<file path="src/rtl/seg_pkg.sv">
// Shared nibble codes, segment glyphs and digit helpers
// for the seven-segment scan driver.
package seg_pkg;

  typedef logic [1:0] digit_idx_t;
  typedef logic [6:0] seg_t;

  localparam logic [3:0] CODE_P     = 4'hA;
  localparam logic [3:0] CODE_B     = 4'hB;
  localparam logic [3:0] CODE_L     = 4'hC;
  localparam logic [3:0] CODE_D     = 4'hD;
  localparam logic [3:0] CODE_DASH  = 4'hE;
  localparam logic [3:0] CODE_BLANK = 4'hF;

  // active-low {g,f,e,d,c,b,a}
  localparam seg_t SEG_0     = 7'h40;
  localparam seg_t SEG_1     = 7'h79;
  localparam seg_t SEG_2     = 7'h24;
  localparam seg_t SEG_3     = 7'h30;
  localparam seg_t SEG_4     = 7'h19;
  localparam seg_t SEG_5     = 7'h12;
  localparam seg_t SEG_6     = 7'h02;
  localparam seg_t SEG_7     = 7'h78;
  localparam seg_t SEG_8     = 7'h00;
  localparam seg_t SEG_9     = 7'h10;
  localparam seg_t SEG_P     = 7'h0C;
  localparam seg_t SEG_B     = 7'h03;
  localparam seg_t SEG_L     = 7'h47;
  localparam seg_t SEG_D     = 7'h21;
  localparam seg_t SEG_DASH  = 7'h3F;
  localparam seg_t SEG_BLANK = 7'h7F;

  localparam logic [3:0] AN_OFF = 4'b1111;

  function automatic logic [3:0] nibble_at(
    input logic [15:0] w,
    input digit_idx_t  i
  );
    logic [3:0] n;
    n = w[15:12];
    unique case (i)
      2'd0: n = w[15:12];
      2'd1: n = w[11:8];
      2'd2: n = w[7:4];
      2'd3: n = w[3:0];
    endcase
    return n;
  endfunction

  function automatic logic [3:0] digit_mask(
    input digit_idx_t i
  );
    logic [3:0] m;
    m = AN_OFF;
    unique case (i)
      2'd0: m = 4'b0111;
      2'd1: m = 4'b1011;
      2'd2: m = 4'b1101;
      2'd3: m = 4'b1110;
    endcase
    return m;
  endfunction

endpackage

</file>
<file path="src/rtl/seg_decoder.sv">
// Nibble to active-low seven-segment glyph decoder.
module seg_decoder
  import seg_pkg::*;
(
  input  logic [3:0] nib,
  output seg_t       seg_n
);

  always_comb begin
    seg_n = SEG_BLANK;
    unique case (nib)
      4'h0:       seg_n = SEG_0;
      4'h1:       seg_n = SEG_1;
      4'h2:       seg_n = SEG_2;
      4'h3:       seg_n = SEG_3;
      4'h4:       seg_n = SEG_4;
      4'h5:       seg_n = SEG_5;
      4'h6:       seg_n = SEG_6;
      4'h7:       seg_n = SEG_7;
      4'h8:       seg_n = SEG_8;
      4'h9:       seg_n = SEG_9;
      CODE_P:     seg_n = SEG_P;
      CODE_B:     seg_n = SEG_B;
      CODE_L:     seg_n = SEG_L;
      CODE_D:     seg_n = SEG_D;
      CODE_DASH:  seg_n = SEG_DASH;
      CODE_BLANK: seg_n = SEG_BLANK;
    endcase
  end

endmodule

</file>
<file path="src/rtl/seg_scan_driver.sv">
// Four-digit multiplexed seven-segment driver with
// frame-synchronous updates and whole-display blink.
module seg_scan_driver
  import seg_pkg::*;
#(
  parameter int REFRESH_DIV  = 100000,
  parameter int BLINK_FRAMES = 64
) (
  input  logic        clk,
  input  logic        reset,
  input  logic [15:0] data,
  input  logic        load,
  input  logic        blink,
  output logic [3:0]  an,
  output seg_t        seg,
  output logic        dp
);

  localparam int CW = $clog2(REFRESH_DIV);
  localparam int BW =
    (BLINK_FRAMES > 1) ? $clog2(BLINK_FRAMES) : 1;
  localparam logic [CW-1:0] CNT_MAX = CW'(REFRESH_DIV - 1);
  localparam logic [BW-1:0] BLK_MAX = BW'(BLINK_FRAMES - 1);

  logic [CW-1:0] cnt_q, cnt_d;
  digit_idx_t    idx_q, idx_d;
  logic [15:0]   disp_q, disp_d;
  logic [15:0]   shadow_q, shadow_d;
  logic          pending_q, pending_d;
  logic [BW-1:0] blink_cnt_q, blink_cnt_d;
  logic          blink_off_q, blink_off_d;
  logic [3:0]    an_q, an_d;
  seg_t          seg_q, seg_d;
  logic          dp_q, dp_d;

  logic          tick;
  logic          wrap;
  logic [3:0]    cur_nib;
  seg_t          cur_glyph;

  always_ff @(posedge clk or posedge reset) begin
    if (reset) begin
      cnt_q       <= '0;
      idx_q       <= '0;
      disp_q      <= 16'hFFFF;
      shadow_q    <= 16'hFFFF;
      pending_q   <= 1'b0;
      blink_cnt_q <= '0;
      blink_off_q <= 1'b0;
      an_q        <= AN_OFF;
      seg_q       <= SEG_BLANK;
      dp_q        <= 1'b1;
    end else begin
      cnt_q       <= cnt_d;
      idx_q       <= idx_d;
      disp_q      <= disp_d;
      shadow_q    <= shadow_d;
      pending_q   <= pending_d;
      blink_cnt_q <= blink_cnt_d;
      blink_off_q <= blink_off_d;
      an_q        <= an_d;
      seg_q       <= seg_d;
      dp_q        <= dp_d;
    end
  end

  always_comb begin
    tick  = (cnt_q == CNT_MAX);
    wrap  = tick && (idx_q == 2'd3);
    cnt_d = tick ? '0 : cnt_q + CW'(1);
    idx_d = tick ? idx_q + 2'd1 : idx_q;
  end

  // disp only moves at a frame wrap, so a scan never mixes words
  always_comb begin
    shadow_d  = load ? data : shadow_q;
    pending_d = pending_q | load;
    disp_d    = disp_q;
    if (wrap) begin
      pending_d = 1'b0;
      if (load) begin
        disp_d = data;
      end else if (pending_q) begin
        disp_d = shadow_q;
      end
    end
  end

  always_comb begin
    blink_cnt_d = blink_cnt_q;
    blink_off_d = blink_off_q;
    if (!blink) begin
      blink_cnt_d = '0;
      blink_off_d = 1'b0;
    end else if (wrap) begin
      if (blink_cnt_q == BLK_MAX) begin
        blink_cnt_d = '0;
        blink_off_d = ~blink_off_q;
      end else begin
        blink_cnt_d = blink_cnt_q + BW'(1);
      end
    end
  end

  assign cur_nib = nibble_at(disp_q, idx_q);

  seg_decoder u_dec (
    .nib   (cur_nib),
    .seg_n (cur_glyph)
  );

  always_comb begin
    an_d  = digit_mask(idx_q);
    seg_d = cur_glyph;
    dp_d  = 1'b1;
    if (blink && blink_off_q) begin
      an_d = AN_OFF;
    end
  end

  assign an  = an_q;
  assign seg = seg_q;
  assign dp  = dp_q;

endmodule

</file>
<file path="config.mk">
export PLATFORM = sky130hd
export DESIGN_NAME = seg_scan_driver
export DESIGN_NICKNAME = d
export VERILOG_FILES = /design/src/rtl/seg_pkg.sv /design/src/rtl/seg_decoder.sv /design/src/rtl/seg_scan_driver.sv
export SDC_FILE = /design/constraint.sdc
export NUM_CORES = 1
export LEC_CHECK = 0
export ABC_AREA = 0
export CAP_MARGIN = 20
export CORE_MARGIN = 3
export CORE_UTILIZATION = 48
export DETAILED_ROUTE_END_ITERATION = 12
export GPL_TIMING_DRIVEN = 0
export PLACE_DENSITY = 0.75
export SYNTH_ARGS = -nofsm -noshare
export SYNTH_HDL_FRONTEND = slang
export SYNTH_HIERARCHICAL = 1
export SYNTH_SLANG_ARGS = --single-unit
</file>
<file path="constraint.sdc">
create_clock -name clk -period 3.3 [get_ports clk]
set_input_delay 0.33 -clock clk [delete_from_list [all_inputs] [get_ports clk]]
set_output_delay 0.33 -clock clk [all_outputs]
set_load 0.02 [all_outputs]
</file>
-- Word level (Yosys, flattened, before mapping)
Memories as Yosys holds them, arrays and structs flattened. A register that Yosys moved wholly into a read port is not among the register bits.
Cells that the tools add are included.
W data, S select, Z words.
- bits in read-only memories: 112
- output and inout port bits: 12
- memories: 1
- bits in registers: 63
- logic and storage cells: 40
- memory list (memory ; words ; width ; read ports ; clocked after memory_dff ; write ports ; RTL line ; source):
    (no name shown) ; 16 ; 7 ; 1 ; 1 ; 0 ; seg_decoder.sv:11 ; unique case (nib)
- mux-type cells: 13
- equality and inequality tests: 7
- reductions and logical operators: 6
- bitwise operators: 2
- add/sub/neg operators: 3
- operator list (kind ; count):
    $mux W16 ; 2
    $pmux W4 S4 ; 2
    $mux W6 ; 3
    $add A17 B1 Y17 const B ; 1
    $eq A17 B17 Y1 const B ; 1
    $mux W17 ; 1
    $add A6 B1 Y6 const B ; 1
    $eq A6 B6 Y1 const B ; 1
    $eq A2 B2 Y1 const B ; 2
    $mux W1 ; 4
    $mux W4 ; 1
    $ne A2 B1 Y1 const B ; 2
    $reduce_and A2 Y1 ; 2
    $add A2 B1 Y2 const B ; 1
    $eq A2 B1 Y1 const B ; 1
    $logic_and A1 B1 Y1 ; 2
    $logic_not A2 Y1 ; 1
    $reduce_bool A2 Y1 ; 1
    $not A1 Y1 ; 1
    $or A1 B1 Y1 ; 1

-- Depth between registers and ports, before layout
- word-level depth: 4
- depth in mapped cells: 9

-- By module
Netlist, hierarchy kept.
- by module, submodules not included (module ; sequential area each (um2) ; instances ; area each (um2) ; cells each):
    seg_scan_driver ; 1805.5 ; 1 ; 3110.5 ; 233
    seg_decoder ; 0.0 ; 1 ; 271.5 ; 32

-- Worst setup path after synthesis
No wires, ideal clock.
- kind: register -> register
- from: register idx_q[0]
- to: register seg_q[3] (netlist: seg[3])
- clock period less this slack: 2358 ps
- arrival: 2263 ps
- path buffers: 1
- path slack: 942 ps
- cell stages (with the launch flop): 9
- path through: dfrtp_1 > inv_1 > ha_1 > clkbuf_1 > mux2i_1 > inv_1 > ha_1 > inv_1 > mux4_1
- word-level cells in the longest chain between the ends: 2
- elaborated cells between the ends (all ways): 5
- RTL lines (item ; RTL line ; source):
    start, declared ; seg_scan_driver.sv:26 ; digit_idx_t idx_q, idx_d;
    start signal, assigned ; seg_scan_driver.sv:55 ; idx_q <= idx_d;
    $eq A2 B2 Y1, or another cell as far along ; seg_pkg.sv:41 ; unique case (i)
    $pmux W4 S4 * ; seg_pkg.sv:41 ;
    via cur_nib[1] ; seg_scan_driver.sv:38 ; logic [3:0] cur_nib;
    end, declared ; seg_scan_driver.sv:33 ; seg_t seg_q, seg_d;
Mark *: on every way through the listed nets, which the timed path passes. The rest lies on a longest branch.
A chain may end at the register's enable or synchronous reset.

-- Worst setup path after layout
Same ends and word-level chain as after synthesis.

==> summary.md <==
| Metric | Value |
|---|---|
| Worst-Margin Slew | `0.8068 ns` |
| Later-pin clock latency in the skew report | `0.34 ns` |
| DP Wirelength | `about 4 mm` |
| Top-area cell type share of the netlist area | `33.41%` |
| Setup crit start kind | `flop` |
| Seq pwr share | `55.1%` |
| Pwr Total | `roughly 1.7 mW` |
| GPL Wtd Cong | `0.7674` |
| Setup CP Type | `reg2reg` |
| CTS tree | `done` |
| Internal power | `1.281 mW` |
| Overflow after GRT | `0` |
| Global Route Usage Sum | `15.26%` |
| Top-count cell post-synth | `dfstp_2` |
| Distinct cells, synth | `between 50 and 60` |
| Leakage Power | `1.612 nW` |
| Post-DRT Antenna Nets | `0` |
| Core footprint | `0.006604 mm^2` |
| Syn Inst Count | `265` |
| First DRT Iteration DRCs | `156` |
| Cell taking the most area after synthesis | `dfstp_2` |
| Worst-path fanout max | `8` |
| CTS Buffer Depth | `2` |
| Unrepaired setup endpoints after global routing | `false` |
| ANT cells | `0` |
| Period utilisation layout | `82.65%` |
| CTS root buf | `clkbuf_8` |
| Cell Area, Synth | `between 0.003 and 0.004 mm^2` |
| Global-route wire length before repair | `10.01 mm` |
| Final WS setup | `roughly 0.57 ns` |
| Pin count of the biggest net entering global routing | `71` |
| Sw power | `0.4006 mW` |
| Multi-input gate area | `0.001438 mm^2` |
| Hold Vio Cnt, Final | `0` |
| Req. time, crit path | `3.55 ns` |
| Min Tclk post-route | `2.727 ns` |
| Max-cap violations | `0` |
| Hold Path Class | `in2reg` |
| Area grow syn2layout | `17.46%` |
| CTS Sinks | `70` |
| Fillers | `around 540` |
| First drt pass iteration count | `4` |
| Comb power frac | `7.7%` |
| CTS clk-pin slew, worst paths | `0.08 ns` |
| Post-synthesis sequential area ratio | `53.39%` |
| Initial core utilization | `51.21%` |
| WL/cell | `14.29 um` |
| FFs w/ async S/R, synth | `100.0%` |
| Synth Flop Type | `dfstp_2` |
| Initial antenna violation count | `0` |
| Post-synth net total | `298` |
| Setup Buffers After CTS | `0` |
| Share of layout cells above drive strength 1 | `36.45%` |
| Number of synthesized flops with an enable pin | `0` |
| Status | `complete, no violations` |
| DIE WIDTH | `89.94 um` |
| Switching Share | `23.83%` |
| Reg area | `0.001805 mm^2` |
| CP endpoint kind | `flop` |
| Final WL | `5.758 mm` |
| Clock Power Share | `37.2%` |
| Post-route DRC violation count | `0` |
| Fin nets | `338` |
| DP Area | `0.003791 mm^2` |
| Setup TNS | `0 ns` |
| Worst Skew | `0.01216 ns` |
| Power per Cell Area | `423.2 mW/mm^2` |
| Final setup violation count | `0` |
| Slew margin rel. | `46.21%` |
| I/O Pins | `32` |
| Pre-CTS WS | `0.5776 ns` |
| Synth Register Bits | `70` |
| Cell Rows | `29` |
| Synth top cells by count | `dfstp_2 (43), dfrtp_1 (27), mux2_2 (22), inv_1 (15), nand2_1 (14)` |
| H-Tree Level Count | `3` |
| Placed insts | `387` |
| Worst Path Arrival | `2.98 ns` |
| Number of global-route vias before repair | `2,123` |
| Synth top area cells | `dfstp_2 (33%), dfrtp_1 (20%), mux2_2 (7.3%)` |
| Max Fclk | `366.6 MHz` |
| Hold-fix buffers, CTS | `0` |
| Worst IR drop on VDD | `0.3202 mV` |
| Final instance area | `about 0.0040 mm^2` |
| Final Non-Filler Cells | `403` |
| Syn Area/Cell | `12.76 um^2` |
| I/O Buffers | `29` |
| Post-CTS Resized | `0` |
| Max Slew Vio Count | `0` |
| DIE AREA | `0.008089 mm^2` |
| Via count | `2,087` |
| Vias per inst | `roughly 5.2` |
| Die extent in y | `around 90 um` |
| Ys Warns | `6` |
| Cts bufs inserted | `9` |
-- worst max-delay path, cell delays in order, from the launching register on --
cell	delay [ns]
dfrtp_1	0.41
inv_1	0.12
ha_1	0.15
clkbuf_1	0.30
mux2i_1	0.59
inv_1	0.20
ha_1	0.32
inv_1	0.06
mux4_1	0.49
-- power groups by stage --
stage          clock network (mW)  registers (mW)  logic [mW]
4_1_cts                     0.649           0.926       0.133
6_report                    0.626           0.926       0.130
3_5_place_dp                    0           0.940       0.132
2_1_floorplan                   0           0.945      0.0739
3_3_place_gp                    0           0.938       0.129
5_1_grt                     0.685           0.930       0.143
-- layout by cell type (no fill, tap or decap), types with 3 or more instances in the layout --
master           count
dfstp_2             43
clkdlybuf4s50_1     29
dfrtp_1             27
mux2_2              22
nand2_1             14
inv_1               14
nor2_1              13
ha_1                13
nand3_1             10
mux2_4              10
clkbuf_8            10
a21oi_1              8
xor2_1               8
o21ai_0              7
mux2i_1              6
xnor2_1              6
a222oi_1             4
or2_2                3
o31ai_1              3
or4_1                3
buf_6                3
or3_1                3
nand4_1              3
-- registers in the layout, summed over array words and instances (netlist names) --
register     count
shadow_q        16
an               4
blink_off_q      1
disp_q          16
blink_cnt_q      6
idx_q            2
seg              7
cnt_q           17
pending_q        1
-- cell families (layout without fill, tap and decap cells) --
family | Yosys count | in the layout | share of synthesized area, %
muxes | 40 | 40 | 15.09
AOI/OAI and AO/OA | 30 | 30 | 5.919
xor gates and xnor gates | 14 | 14 | 3.626
and+or+nand+nor | 73 | 73 | 12.95
DFF | 70 | 70 | 53.39
other | 1 | 1 | 0.1109
buffers and inverters | 24 | 69 | 4.106
adders and majority gates | 13 | 13 | 4.810
-- worst paths after layout --
| path | end | slack, ns | from | cells past startpoint |
|---|---|---|---|---|
| hold / removal | shadow_q[11] | 0.31 | load | 2 |
| min in group asynchronous | cnt_q[15] | 0.50 | reset | 2 |
| hold reg to reg | cnt_q[0] | 0.49 | cnt_q[0] | 1 |
| setup reg to reg | seg[3] | 0.57 | idx_q[0] | 8 |
| max in group asynchronous | blink_off_q | 2.27 | reset | 2 |
| setup / recovery | seg[3] | 0.57 | idx_q[0] | 8 |
-- area by class of cell --
cell class                      count  share of cell area [%]
Sequential cell                    70                   45.45
Multi-Input combinational cell    171                   36.19
Timing Repair Buffer               29                   7.307
Clock buffer                       10                   3.465
Tap cell                           93                   2.929
Buffer                              9                   2.079
Inverter                           15                   1.480
Clock inverter                      6                   1.102
-- metal layers --
metal	vias to the layer above	part of all wire (%)	global-route usage, %
li1	1015	-	-
met1	1018	44	18.38
met2	44	49	25.38
met3	10	5.3	5.426
met4	0	1.4	5.485
met5	-	0	0
-- metrics by stage --
stage	hold WS (ns)	util [%]
2_1_floorplan	0.4479	-
3_3_place_gp	0.4748	57.37
3_5_place_dp	0.4772	57.41
4_1_cts	0.2873	60.16
5_1_grt	0.2908	60.16
6_report	0.3064	60.16
(Power assumes the default switching activity.)
